## src/rtl/synthesijer_fconv_issue.sv

```systemverilog
// Issue/collect sequencer in front of the long-to-double converter: one req -> one nd pulse -> result capture + done pulse.
// Latency L+2 cycles (L = converter latency); req is ignored while busy. SYNTHESIJER_FCONV_TIMEOUT_EN adds the timeout abort.
module synthesijer_fconv_issue #(
    parameter int WIDTH          = 64,
    parameter int TIMEOUT_CYCLES = 64,
    parameter int CNT_W          = 7
) (
    input  logic             clk,
    input  logic             reset,
    input  logic             req,
    input  logic [WIDTH-1:0] operand,
    output logic             ready,
    output logic             busy,
    output logic [WIDTH-1:0] op_a,
    output logic             op_nd,
    input  logic [WIDTH-1:0] op_result,
    input  logic             op_valid,
    output logic [WIDTH-1:0] result,
    output logic             done,
    output logic             timeout
);

    typedef enum logic [1:0] {
        S_IDLE  = 2'd0,
        S_ISSUE = 2'd1,
        S_WAIT  = 2'd2
    } state_t;

    state_t           state_q;
    logic [WIDTH-1:0] op_a_q;
    logic [WIDTH-1:0] result_q;
    logic             ready_q;
    logic             busy_q;
    logic             op_nd_q;
    logic             done_q;
    logic             timeout_q;
    logic             cnt_expired;

`ifdef SYNTHESIJER_FCONV_TIMEOUT_EN
    localparam logic [CNT_W-1:0] CNT_LAST = CNT_W'(TIMEOUT_CYCLES - 1);

    logic [CNT_W-1:0] cnt_q;
    logic [CNT_W-1:0] cnt_d;

    // Counter reads 0 during ISSUE, so the abort lands TIMEOUT_CYCLES cycles after nd.
    assign cnt_d       = cnt_q + 1'b1;
    assign cnt_expired = (cnt_q == CNT_LAST);
`else
    logic [CNT_W-1:0] cfg_unused;

    assign cfg_unused  = CNT_W'(TIMEOUT_CYCLES);
    assign cnt_expired = 1'b0;
`endif

    always_ff @(posedge clk or negedge reset) begin
        if (!reset) begin
            state_q   <= S_IDLE;
            op_a_q    <= '0;
            result_q  <= '0;
            ready_q   <= 1'b1;
            busy_q    <= 1'b0;
            op_nd_q   <= 1'b0;
            done_q    <= 1'b0;
            timeout_q <= 1'b0;
`ifdef SYNTHESIJER_FCONV_TIMEOUT_EN
            cnt_q     <= '0;
`endif
        end else begin
            op_nd_q   <= 1'b0;
            done_q    <= 1'b0;
            timeout_q <= 1'b0;
            case (state_q)
                S_IDLE: begin
                    if (req) begin
                        state_q <= S_ISSUE;
                        op_a_q  <= operand;
                        op_nd_q <= 1'b1;
                        ready_q <= 1'b0;
                        busy_q  <= 1'b1;
`ifdef SYNTHESIJER_FCONV_TIMEOUT_EN
                        cnt_q   <= '0;
`endif
                    end
                end
                S_ISSUE, S_WAIT: begin
                    // A result arriving on the expiry cycle still counts as success.
                    if (op_valid) begin
                        state_q  <= S_IDLE;
                        result_q <= op_result;
                        done_q   <= 1'b1;
                        ready_q  <= 1'b1;
                        busy_q   <= 1'b0;
                    end else if (cnt_expired) begin
                        state_q   <= S_IDLE;
                        timeout_q <= 1'b1;
                        ready_q   <= 1'b1;
                        busy_q    <= 1'b0;
                    end else begin
                        state_q <= S_WAIT;
`ifdef SYNTHESIJER_FCONV_TIMEOUT_EN
                        cnt_q   <= cnt_d;
`endif
                    end
                end
                default: begin
                    state_q <= S_IDLE;
                    ready_q <= 1'b1;
                    busy_q  <= 1'b0;
                end
            endcase
        end
    end

    assign ready   = ready_q;
    assign busy    = busy_q;
    assign op_a    = op_a_q;
    assign op_nd   = op_nd_q;
    assign result  = result_q;
    assign done    = done_q;
    assign timeout = timeout_q;

endmodule
```

## config.mk

```make
export PLATFORM = sky130hd
export DESIGN_NAME = synthesijer_fconv_issue
export DESIGN_NICKNAME = d
export VERILOG_FILES = /design/src/rtl/synthesijer_fconv_issue.sv
export SDC_FILE = /design/constraint.sdc
export NUM_CORES = 1
export LEC_CHECK = 0
export CORE_UTILIZATION = 40
export CTS_BUF_LIST = sky130_fd_sc_hd__clkbuf_16
export CTS_CLUSTER_DIAMETER = 50
export DETAILED_ROUTE_END_ITERATION = 12
export PLACE_DENSITY = 0.8
export SYNTH_ARGS = -nofsm -noshare
export SYNTH_HDL_FRONTEND = slang
export SYNTH_SLANG_ARGS = --single-unit
```

## constraint.sdc

```tcl
create_clock -name clk -period 2.7 [get_ports clk]
set_input_delay 0.405 -clock clk [delete_from_list [all_inputs] [get_ports clk]]
set_output_delay 0.405 -clock clk [all_outputs]
set_load 0.03 [all_outputs]
```

# [Yosys cells after proc, flatten, opt, wreduce, memory -nomap -nowiden]
# Index checks and enable logic that the tools add are counted.
[word_totals] input_bits=132 register_bits=134 wordCells=29 output_inout_bits=133
[op_classes] mux=13 eq_ne=4 reduce_logical=5
[op_table] cell="1-bit two-way mux" count=8
[op_table] cell="2-bit AND reduction" count=3
[op_table] cell="2-bit two-way mux" count=2
[op_table] cell="2-bit != test (second input constant)" count=2
[op_table] cell="1-bit case mux with 2 select lines" count=2
[op_table] cell="2-bit case mux with 2 select lines" count=1
[op_table] cell="2-bit by 1-bit equality test with 1-bit output (second input constant)" count=1
[op_table] cell="2-bit equality test (second input constant)" count=1
[op_table] cell="2-bit logical NOT" count=1
[op_table] cell="2-bit OR reduction" count=1

# [Longest topological paths before layout]
# Gate-level depths: netlist of the first run.
[logic_depth] word_depth=4 depth_mapped=6 depth_no_buf=5

# [Worst setup path after synthesis of the first run]
# Ideal clock, no wire load.
[synth_timing] path_type="reg-to-reg" from="register state_q[0]" to="register result_q[14] (netlist: result[14])" period_less_slack_ns=1.523 path_stages_with_launch=7 t_arrival_ns=1.399 setup_time_ns=0.125 n_path_buf=2 path_slack_ns=1.177 required_ns=2.575 cell_sequence="dfrtp_1 > inv_1 > ha_1 > nand2_1 > buf_4 > buf_6 > mux2_2"
[synth_via] elab_chain_cells=3 elab_cells_between_ends=4 cone_classes="2 x eq/ne; 2 x reduce/logical"
[synth_rtl] item="start, declared" line="29" text="state_t state_q;"
[synth_rtl] item="start signal, assigned" line="57" text="state_q <= S_IDLE;"
[synth_rtl] item="start signal, assigned" line="75" text="state_q <= S_ISSUE;"
[synth_rtl] item="start signal, assigned" line="88" text="state_q <= S_IDLE;"
[synth_rtl] item="2-bit by 1-bit equality test with 1-bit output / 2-bit equality test (equally long branches)" line="72" text="case (state_q)"
[synth_rtl] item="2-bit OR reduction *" line="72"
[synth_rtl] item="2-bit AND reduction (no source line) *"
[synth_rtl] item="end signal, assigned" line="89" text="result_q <= op_result;"
[synth_rtl] item="end, declared" line="31" text="logic [WIDTH-1:0] result_q;"
# Mark *: on every way between the ends. The rest lies on a longest branch, timed or not.
# A chain may end at the register's enable or synchronous reset.

# [Worst setup path after layout of the first run]
[layout_timing] from="register ready_q (netlist: ready)" to="output ready"
[layout_lines] item="start, declared" line="32" text="logic ready_q;"
[layout_lines] item="start signal, assigned" line="60" text="ready_q <= 1'b1;"
[layout_lines] item="start signal, assigned" line="78" text="ready_q <= 1'b0;"
[layout_lines] item="start signal, assigned" line="91" text="ready_q <= 1'b1;"
[layout_lines] item="end, declared" line="12" text="output logic ready,"
# No word-level cell between the ends.

==> run metrics, run 1 <==
status=finished, final reports clean; full die area=between 0.01 and 0.015 mm2; drt pass-1 iters=4; CP max stage delay=0.69 ns; Final Util=68.0%; area of the core=0.0127 mm2; Worst Path Buf+Inv=1; cell area after synthesis=0.00525 mm2; Non-Filler Instances=756; worst reg2reg path startpoint=state_q[1]; Area growth syn-to-layout=64.8%; CTS root buffer=clkbuf_16; hpwl dp=between 9000 and 10,000 um; pin count of the biggest net entering global routing=61; TNS Setup=0 ns; Power Density=1430 mW/mm2; layout cell share with drive strength beyond 1=28.3%; num ports=~270; Total GRT Usage=19.3%; CP required=2.30 ns; starting density of the core=41.3%; FF+latch count, synth=134; final period demand of the worst path=2.03 ns; Top delay family on crit path=buffers and inverters; DRC viols=0; Min-Delay Path Class=primary input to async pin; leak pwr=3.81 nW; GP Congestion=0.746; first-pass GRT wire length=19,300 um; insertion delay to the later sink of the worst-skew pair=0.41 ns; grt total ovfl=0; final net count=between 700 and 800; compound-gate portion of the synthesized area=0.453%; r2r setup slk=roughly 0.76 ns; number of global-route vias before repair=3,721; DR iter-0 viols=~120; largest family of logic cells by synthesized area=multiplexers; Routed WL=around 13,000 um; Tcrit/Tclk final=75.1%; Synth Warn #=0; final setup fails=0; Peak VDD IR=726 uV; vias=3,498; # Max-Cap Violations=0; CTS tree=done; WP data arrival=between 1.5 and 2 ns; most frequent cells in the layout=262 x clkdlybuf4s50_1, 133 x dfrtp_1, 79 x mux2_2, 49 x mux2_4, 17 x clkbuf_16; Critical Path Fanout Max=2; Mapped Nets=~430; hold_ws=0.489 ns; Slew Viols, Final=0; port bufs=about 260; Avg WL per Cell=roughly 17 um; Simple-Gate Fraction of Synth Area=less than 1%; Detail Route Antenna Nets=0; multiplexer area fraction after synthesis=30.9%; Die X=roughly 120 um; initial antenna violation count=0; Crit. Startpoint=ready; RSZ-0062 raised after global routing=no; post-synthesis xor/xnor area fraction=0%; Startpoint Class=register; Crit. End Element=primary output; clock sink count=134; Critical Path, Cell by Cell=clkdlybuf4s50_1; R2R Path End=result[24]; fmax=493 MHz; final hold violation count=0; Cells after DPL=724; CP Depth=1; worst-case clock skew=around 0.0061 ns; synthesized area per cell=17.6 um2; Antenna Cells=0; worst r2r path cells=5; fillers=955; Die Y=~120 um; clock slew seen by the registers of the worst setup and hold paths=0.06 ns; post-CTS sizing=0; cell row count=41; Seq/Total Area, Yosys=a little under two thirds; deepest clock path buffer count=2; Num CTS Buffers=17; post-synthesis cell count=slightly below 300; leading cell type in the layout, fill and taps excluded=clkdlybuf4s50_1; Adder-Cell Fraction of Synth Area=0.715%; H-tree levels=4; Critical-path top delay cell=clkdlybuf4s50_1; via density per instance=4.63; class of the most critical setup path=register to primary output; CP endpoint=ready; count of cell types in the netlist=18
how the worst min path moves through the flow:
| stage | endpoint | startpoint | slack [ns] | depth (start not counted) |
|---|---|---|---|---|
| 6_report | op_a[16] | reset | 0.49 | 2 |
| 5_1_grt | result[32] | result[32] | 0.51 | 1 |
| 3_5_place_dp | op_a[30] | reset | 0.39 | 1 |
| 4_1_cts | op_a[11] | reset | 0.49 | 2 |
| 3_3_place_gp | op_a[11] | reset | 0.38 | 1 |
| 2_1_floorplan | busy | reset | 0.11 | 0 |
through the flow:
| stage | total power [mW] | setup WS (ns) | area, um2 |
|---|---|---|---|
| final | 12.4 | 0.673 | 8660 |
| after global routing | 13.0 | 0.617 | 8660 |
| after CTS | 12.5 | 0.647 | 8660 |
| after detailed placement | 10.1 | 0.653 | 8050 |
| after global placement | 9.98 | 0.693 | 8050 |
| after floorplan | 7.50 | 1.18 | 5250 |
layer usage:
metal	global-route usage, %	vias up	part of all wire [%]
li1	-	1581	-
met2	33.6	161	52
met3	7.78	22	8.8
met4	8.27	0	2.1
met5	0	-	0
met1	20.7	1734	37
registers in the layout, indices dropped and copies added (netlist names):
| signal | flops |
|---|---|
| ready | 1 |
| busy | 1 |
| op_nd | 1 |
| result | 64 |
| done | 1 |
| op_a | 64 |
| state_q | 2 |
Yosys cell counts:
cell	instances	area share (%)
a21oi_1	1	0.095
a21o_1	1	0.14
dfstp_2	1	0.50
o22ai_1	1	0.12
buf_2	2	0.19
inv_1	4	0.29
ha_1	3	0.71
mux2_2	79	17
nand2b_1	3	0.36
conb_1	1	0.071
nand2_1	4	0.29
nor2b_1	1	0.12
mux2_4	49	14
dfrtp_1	133	63
o21ai_0	1	0.095
buf_6	11	2.4
nor2_1	1	0.071
buf_4	2	0.29
power by group:
group / switching (mW) / internal (mW)
clock: 0.791 / 1.51
combinational: 3.28 / 3.19
sequential: 0.556 / 3.06
layout make-up:
cell class	instances	area, um2	area share (%)
multi-input cells	145	1740	20.1
flip-flops and latches	134	3350	38.7
inverters	4	15.0	0.173
repair buffers	270	2740	31.6
well taps	172	215	2.49
clock buffers	17	425	4.91
clock inverters	14	168	1.94
what timing repair did:
action                    CTS  global route
hold buffers                1             0
hold endpoints to repair   33             0
buffers inserted            0             0
kinds of logic (layout without fill, tap and decap cells):
group,Yosys count,count (layout)
AO/OA/AOI/OAI,4,4
adder cells (fa/ha/maj),3,3
buffers and inverters,19,305
flip-flops,134,134
multiplexers,128,128
other,1,1
AND/OR/NAND/NOR,9,9
Power figures use the tool's default switching activity.
==> inputs of run 2 (changes only) <==
--- a/config.mk
+++ b/config.mk
@@ -5,11 +5,11 @@
 export SDC_FILE = /design/constraint.sdc
 export NUM_CORES = 1
 export LEC_CHECK = 0
-export CORE_UTILIZATION = 40
+export CORE_UTILIZATION = 36
 export CTS_BUF_LIST = sky130_fd_sc_hd__clkbuf_16
 export CTS_CLUSTER_DIAMETER = 50
 export DETAILED_ROUTE_END_ITERATION = 12
-export PLACE_DENSITY = 0.8
+export PLACE_DENSITY = 0.76
 export SYNTH_ARGS = -nofsm -noshare
 export SYNTH_HDL_FRONTEND = slang
 export SYNTH_SLANG_ARGS = --single-unit
==> constraint.sdc (replaced) <==
create_clock -name clk -period 1.8 [get_ports clk]
set_input_delay 0.27 -clock clk [delete_from_list [all_inputs] [get_ports clk]]
set_output_delay 0.27 -clock clk [all_outputs]
set_load 0.03 [all_outputs]
==> run 2 against run 1 <==
- global-route usage decreased by 1.2 points
- largest power group unchanged
- via count up 0.97%
- final cell count grew 2.0%
==> run metrics, run 2 (synthesis gave the netlist of run 1 again) <==
Design Area, Final=0.00869 mm2 (+0.33%); Sequential Area=0.00335 mm2 (unchanged); leading cell type in the layout, fill and taps excluded=clkdlybuf4s50_1; DR iter-0 viols=89 (-24%); cell row count=43 (+4.9%); CTS root buffer=clkbuf_16; insertion delay to the later sink of the worst-skew pair=0.41 ns (about the same); worst reg2reg path startpoint=state_q[0]; hpwl dp=9910 um (+3.0%); Die X=123 um (+5.3%); drt pass-1 iters=4 (unchanged); TNS Setup=0 ns (unchanged); worst-case clock skew=0.00765 ns (+0.00151 ns); clock slew seen by the registers of the worst setup and hold paths=0.05 ns (about the same); area of the core=0.0140 mm2 (+10%); vias=3,532 (+0.97%); CP required=1.53 ns (-0.77 ns); Min-Delay Path Class=primary input to async pin; Critical Path Fanout Max=2 (unchanged); Area growth syn-to-layout=65.4%; Worst Path Buf+Inv=1 (unchanged); status=finished, final reports clean; fillers=1,084 (+14%); deepest clock path buffer count=2 (unchanged); Critical-path top delay cell=clkdlybuf4s50_1; clock sink count=134 (unchanged); class of the most critical setup path=register to primary output; starting density of the core=37.4% (-3.9 points); final setup fails=0 (unchanged); final period demand of the worst path=around 1.7 ns; DRC viols=0 (unchanged); Routed WL=13,100 um (+2.2%); layout cell share with drive strength beyond 1=28.8% (+0.51 points); WP data arrival=1.48 ns (-0.14 ns); Tcrit/Tclk final=97.2%; initial antenna violation count=0 (unchanged); port bufs=263 (unchanged); Startpoint Class=register; first-pass GRT wire length=20,200 um (+4.3%); CTS tree=done; final net count=713 (+0.85%); Top delay family on crit path=buffers and inverters; H-tree levels=4 (unchanged); hold_ws=0.368 ns (-0.121 ns); Critical Path, Cell by Cell=clkdlybuf4s50_1; Detail Route Antenna Nets=0 (unchanged); Die Y=123 um (+5.3%); RSZ-0062 raised after global routing=no; Peak VDD IR=1020 uV (+41%); # Max-Cap Violations=0 (unchanged); Power Density=2120 mW/mm2 (+48%); Slew Viols, Final=0 (unchanged); GP Congestion=0.746 (about the same); Multi-input gate area=0.00174 mm2 (unchanged); most frequent cells in the layout=260 x clkdlybuf4s50_1, 133 x dfrtp_1, 79 x mux2_2, 49 x mux2_4, 17 x clkbuf_16; number of global-route vias before repair=3,916 (+5.2%); via density per instance=4.58 (-0.99%); final hold violation count=0 (unchanged); leak pwr=3.84 nW (+0.78%); Avg WL per Cell=17.1 um (+0.23%); Crit. End Element=primary output; CP Depth=1 (unchanged); R2R Path End=result[38]; Antenna Cells=0 (unchanged); full die area=0.0151 mm2 (+11%); grt total ovfl=0 (unchanged); pin count of the biggest net entering global routing=47 (-23%); Total GRT Usage=18.0% (-1.2 points); post-placement cell area=0.00813 mm2 (+0.89%); r2r setup slk=0.08 ns (-0.68 ns); fmax=around 570 MHz; worst r2r path cells=5 (unchanged); setup bufs post-CTS=0 (unchanged); Num CTS Buffers=17 (unchanged); CP max stage delay=0.72 ns (+0.03 ns); num ports=265 (unchanged)
==> run 2: cell types whose count changed in the layout (fill, tap and decap cells not counted) <==
cell / delta
inv_1: +2
bufinv_16: -2
dlymetal6s2s_1: +1
clkdlybuf4s50_1: -2
buf_6: +1
buf_12: +1
dlygate4sd2_1: +1
clkinv_4: +1
buf_4: +4
==> run 2: what timing repair did <==
action,CTS,global route
resized for setup,1,1
setup endpoints to repair,1,1
pin swaps,0,0
hold buffers,1,0
endpoints found under the hold margin,40,0
==> run 2: stage by stage <==
stage          setup WS, ns  util (%)  std cells  power, mW
3_5_place_dp          0.101      57.9        738       15.3
3_3_place_gp          0.148      57.9        738       15.1
5_1_grt             0.00307      61.9        771       19.3
6_report             0.0501      61.9        771       18.4
2_1_floorplan         0.277         -        298       11.2
4_1_cts             0.00836      61.8        771       18.6
==> run 2: report_power, final <==
part	internal (mW)	switching [mW]	leakage, nW
Clock	1.99	1.21	0.286
Sequential	4.58	0.835	1.57
Combinational	4.82	4.96	1.98
==> run 2: how the worst max path moves through the flow <==
stage,start,endpoint,slack [ns]
after floorplan,state_q[0],result[14],0.28
after global placement,op_valid,result[34],0.15
after CTS,op_a[3],op_a[3],0.008
after global routing,op_a[34],op_a[34],0.003
final,op_a[34],op_a[34],0.05
after detailed placement,state_q[0],result[60],0.10
==> run 2: cell type report <==
cell class | count | share of cell area (%)
clock inverters | 15 | 1.43
flip-flops and latches | 134 | 38.6
multi-input cells | 145 | 20.1
inverters | 4 | 0.173
clock buffers | 17 | 4.90
well taps | 180 | 2.59
repair buffers | 276 | 32.2
==> run 2: per-layer routing <==
layer | global-route usage (%) | up-vias | routed length, um | part of all wire, %
met3 | 5.95 | 23 | 1070 | 8.2
met1 | 19.5 | 1748 | 4940 | 38
met4 | 7.85 | 0 | 284 | 2.2
met2 | 32.0 | 162 | 6850 | 52
met5 | 0 | - | 0 | 0
li1 | - | 1599 | - | -
==> patch 1, RTL diff (settings of run 2) <==
Set the parameter `WIDTH` to 32 (it was 64).
--- a/src/rtl/synthesijer_fconv_issue.sv
+++ b/src/rtl/synthesijer_fconv_issue.sv
@@ -3,3 +3,3 @@
 module synthesijer_fconv_issue #(
-    parameter int WIDTH          = 64,
+    parameter int WIDTH          = 32,
     parameter int TIMEOUT_CYCLES = 64,
Interface: changed (resized op_a, op_result, operand and result); port bits go from 265 to 137. The function was not compared with the original's and may differ.
==> patch 1 against run 2 <==
  * Wire length down 56%
  * Total power down 50%
  * Sequential cell count down 64
  * Worst setup slack better by 120 ps
  * Global-route usage down 2.4 points
  * First-iteration DRC count down 75%
  * Core utilization up 1.9 points
  * Die area down 49%
  * Area after synthesis down 49%
  * Final area down 49%
  * Highest routed layer unchanged
==> patch 1: results (changes against run 2) <==
DRT Pass-1 Iters -> 2 (-2)
# nets final -> 378 (-47%)
Slowest CP cell -> clkdlybuf4s50_1
Number of buffers created by CTS -> 9 (-8)
GR Util met3 -> 5.844% (-0.10 points)
First-pass GRT wire length -> 9.135 mm (-55%)
Final HPWL DP -> 4.379 mm (-56%)
H-tree depth -> 3 (-1)
Largest cells by area after synthesis -> dfrtp_1 (65%), mux2_2 (15%), mux2_1 (12%)
CTS root buf -> clkbuf_16
Ys async rst share -> 100.0% (unchanged)
Met1 Resource Use GR -> 18.33% (-1.2 points)
Run status -> finished, final reports clean
Pin count of the biggest net entering global routing -> 34 (-28%)
Post-CTS setup buffers -> 0 (unchanged)
WP data arrival -> 1360 ps (-120 ps)
Clk_skew -> 7.659 ps (+0.008440 ps)
Most instantiated cells after synthesis -> dfrtp_1 (69), mux2_2 (35), mux2_1 (29), inv_1 (4)
Internal power -> 5.644 mW (-50%)
Worst path max stage delay -> 680 ps (-40 ps)
Wirelength per Cell -> 14.37 um (-16%)
Count of cell types in the netlist -> 19 (+1)
Fraction of layout cells with a size suffix above 1 -> 18.33% (-10 points)
Syn nets -> 233 (-46%)
Clk_lat worst skew -> 310 ps (-100 ps)
PortBufs -> 135 (-49%)
Met2 Track Usage GR -> 26.22% (-5.8 points)
Sequential share of the synthesized area -> 65.93% (+2.1 points)
Vias in the first global route -> 1,936 (-51%)
Final GP Congestion -> 0.7019 (-6.0%)
LEAKAGE -> 1.892 nW (-51%)
Vias -> 1,815 (-49%)
Filler cells -> 552 (-49%)
First DRT Iteration DRCs -> 22 (-75%)
VDD IR-drop max -> 0.001088 V (+6.6%)
Initial antenna violation count -> 0 (unchanged)
==> patch 1: changes by cell type in the layout (fill, tap and decap cells not counted), sizes merged <==
cell | before | now
dfrtp | 133 | 69
clkbuf | 17 | 9
clkdlybuf4s50 | 260 | 133
mux2 | 128 | 64
dlygate4sd2 | 1 | 0
bufinv | 2 | 1
inv | 8 | 5
clkinv | 8 | 3
buf | 13 | 6
==> patch 1: path summary, 6_finish.rpt <==
kind | from | slack (ps) | to
setup / recovery | op_a[25]$_DFFE_PN0P_ | 170 | op_a[25]
hold / removal | reset | 490 | result[2]$_DFFE_PN0P_
setup reg to reg | state_q[1]$_DFFE_PN0P_ | 260 | result[16]$_DFFE_PN0P_
hold reg to reg | result[8]$_DFFE_PN0P_ | 490 | result[8]$_DFFE_PN0P_
max in group asynchronous | reset | 780 | result[10]$_DFFE_PN0P_
min in group clk | result[8]$_DFFE_PN0P_ | 490 | result[8]$_DFFE_PN0P_
==> patch 1: per-layer routing <==
metal / share of wire, % / vias to the layer above
met1: 40 / 890
met4: 0.82 / 0
met3: 8.5 / 6
met2: 51 / 77
met5: 0 / -
li1: - / 842
==> patch 1: logic make-up after synthesis <==
family / after synthesis / share of synthesized area [%]
AND/OR/NAND/NOR: 9 / 1.835
multiplexers: 64 / 27.11
adder cells (fa/ha/maj): 3 / 1.412
flip-flops: 70 / 65.93
buffers and inverters: 11 / 2.682
AO/OA/AOI/OAI: 4 / 0.8940
other: 1 / 0.1410
==> patch 1: power groups by stage <==
| stage | Clock, mW | Combinational [mW] | Sequential [mW] |
|---|---|---|---|
| after floorplan | 0 | 1.14 | 4.34 |
| after global placement | 0 | 4.68 | 2.76 |
| after detailed placement | 0 | 4.75 | 2.79 |
| after CTS | 1.69 | 4.77 | 2.78 |
| after global routing | 1.76 | 4.95 | 2.87 |
| final | 1.65 | 4.71 | 2.77 |
==> patch 1: final cells by class <==
cell class	instances	share of cell area, %
clock buffer	9	5.062
clock inverter	6	1.237
inverter	4	0.3375
multi-input combinational	81	18.76
sequential	70	39.40
tap	96	2.700
timing repair buffer	141	32.51
==> patch 1: stage by stage <==
| stage | cell area, sq um | util [%] | cells | setup slack [ps] |
|---|---|---|---|---|
| after floorplan | 2659 | - | 162 | 323.9 |
| after global placement | 4156 | 59.53 | 391 | 288.5 |
| after detailed placement | 4156 | 59.53 | 391 | 256.3 |
| after CTS | 4447 | 63.69 | 407 | 1.956 |
| after global routing | 4449 | 63.73 | 407 | 124.9 |
| final | 4449 | 63.73 | 407 | 171.5 |
==> patch 1: what timing repair did <==
action                                  4_1_cts  5_1_grt
hold buffers                                  1        0
endpoints found under the hold margin        18        0
endpoints found under the setup margin        0        1
resized for setup                             0        1
==> patch 2, RTL diff (config.mk and constraints of run 2) <==
Without the edit above. Encoding of `state_t`: now one-hot (3 bits for 3 states).
--- a/src/rtl/synthesijer_fconv_issue.sv
+++ b/src/rtl/synthesijer_fconv_issue.sv
@@ -22,6 +22,6 @@
 
-    typedef enum logic [1:0] {
-        S_IDLE  = 2'd0,
-        S_ISSUE = 2'd1,
-        S_WAIT  = 2'd2
+    typedef enum logic [2:0] {
+        S_IDLE  = 3'b001,
+        S_ISSUE = 3'b010,
+        S_WAIT  = 3'b100
     } state_t;
Function: no difference found for any inputs over 4 cycles, from zero or initial values and one cycle with reset low; so few cycles prove little.
==> patch 2 against run 2 <==
  * Wire length is 7.1% lower
  * Final area is 0.58% higher
  * Sequential cell count is 1 higher
  * Critical path type unchanged
  * Area after synthesis is 2.7% lower
  * Worst setup slack better by 20 ps
  * First-iteration DRC count is 34% higher
  * Count of clock-buffer cells in the layout stayed put
  * Largest cell class unchanged
  * Register-to-register slack hardly changed
  * Total power is 8.5% lower
==> patch 2: results (changes against run 2) <==
Run status -> finished, final reports clean
Ys async rst share -> 100.0% (unchanged)
Clk_skew -> 6.055 ps (-1.596 ps)
Crit path max-delay family -> buffers and inverters
Max_cap viols -> 0 (unchanged)
Most instantiated cells after synthesis -> dfrtp_1 (133), mux2_2 (70), mux2_1 (58), buf_6 (9), buf_4 (4)
Fraction of layout cells with a size suffix above 1 -> 21.13% (-7.6 points)
CTS max path bufs -> 2 (unchanged)
Filler cells -> 1,024 (-5.5%)
Largest cells by area after synthesis -> dfrtp_1 (65%), mux2_2 (15%), mux2_1 (13%)
Slowest CP cell -> clkdlybuf4s50_1
Reg-to-Reg End -> op_a[37]$_DFFE_PN0P_
DP Area -> 8066 sq um (-0.72%)
Worst path max stage delay -> 700 ps (-20 ps)
LEAKAGE -> 3.677 nW (-4.3%)
# nets final -> 720 (+0.98%)
VDD IR-drop max -> 0.001095 V (+7.2%)
First DRT Iteration DRCs -> 119 (+34%)
Post-CTS setup buffers -> 0 (unchanged)
First-pass GRT wire length -> 19.30 mm (-4.3%)
H-tree depth -> 4 (unchanged)
Yosys synthesis warning count -> 0 (unchanged)
Clk_lat worst skew -> 400 ps
PortBufs -> 263 (unchanged)
Count of cell types in the netlist -> 24 (+6)
Hold Path Class -> in -> async
CTS root buf -> clkbuf_16
Final HPWL DP -> 9.438 mm (-4.8%)
Wirelength per Cell -> 15.64 um (-8.3%)
Pin count of the biggest net entering global routing -> 50 (+6.4%)
Reg-to-reg slack, setup -> 80 ps (about the same)
Final GP Congestion -> 0.7725 (+3.5%)
Number of buffers created by CTS -> 17 (unchanged)
R2R cell count -> 4 (-1)
DRT Pass-1 Iters -> 4 (unchanged)
Vias in the first global route -> 3,872 (-1.1%)
Initial antenna violation count -> 0 (unchanged)
Sequential share of the synthesized area -> 66.18% (+2.3 points)
Diode count -> 0 (unchanged)
Slew headroom -> 59.96%
Syn nets -> 431 (-0.46%)
Reg2reg start -> state_q[0]$_DFFE_PN1P_
Clk slew on worst S/H paths -> 60 ps
Gr usage total -> 17.27% (-0.78 points)
Via/cell ratio -> 4.590 (+0.20%)
Max FO, Critical Path -> 2 (unchanged)
## patch 2: worst max path at each step
stage / from / to / slack, ps / cells after the start
2_1_floorplan: state_q[0]$_DFFE_PN1P_ / op_a[38]$_DFFE_PN0P_ / 110 / 5
3_3_place_gp: op_valid / result[16]$_DFFE_PN0P_ / 50 / 5
3_5_place_dp: op_valid / result[23]$_DFFE_PN0P_ / -8 / 5
4_1_cts: busy$_DFFE_PN0P_ / busy / 20 / 1
5_1_grt: state_q[0]$_DFFE_PN1P_ / op_a[37]$_DFFE_PN0P_ / 10 / 4
6_report: result[51]$_DFFE_PN0P_ / result[51] / 70 / 1
## patch 2: power breakdown
group / internal (mW) / switching, mW
clock: 2.58 / 1.23
sequential: 4.46 / 0.717
combinational: 3.66 / 4.19
total: 10.7 / 6.14
## patch 2: cell families (layout without fill, tap and decap cells)
kind of cell    Yosys count  after routing  synth area share (%)
simple gates             12             12                 1.739
flops                   135            135                 66.18
mux                     128            128                 28.21
xor+xnor                  1              1                0.1715
other cells               1              1               0.07340
compound gates            5              5                0.7102
buf+inv                  17            319                 2.915
## patch 2: per-layer routing
metal	global-route usage (%)	vias to the layer above	part of all wire (%)
met2	30.04	161	51
met1	19.02	1765	38
met4	8.410	0	2.7
met5	0	-	0
met3	5.404	27	7.9
li1	-	1632	-
## patch 2: cell type report
type,count,area [sq um],share of cell area (%)
multi-input combinational,147,1587,18.16
timing repair buffer,285,2878,32.94
clock buffer,17,425.4,4.870
inverter,2,7.507,0.08594
sequential,135,3381,38.70
tap,180,225.2,2.578
clock inverter,15,232.7,2.664
## patch 2: stage by stage
step	util, %	setup slack, ps	TNS, ps	hold slack, ps	std cells
final	62.93	70.46	0	374.6	781
after global routing	62.93	11.73	0	410.9	781
after CTS	62.92	19.76	0	374.9	781
after detailed placement	58.11	-8.008	-21.31	242.1	748
after global placement	58.11	51.90	0	231.4	748
after floorplan	-	111.0	0	-25.59	299
## patch 2: what timing repair did
| action | 4_1_cts | 5_1_grt |
|---|---|---|
| endpoints found under the hold margin | 41 | 0 |
| hold buffers | 1 | 0 |
| resized for setup | 1 | 1 |
| endpoints found under the setup margin | 1 | 1 |
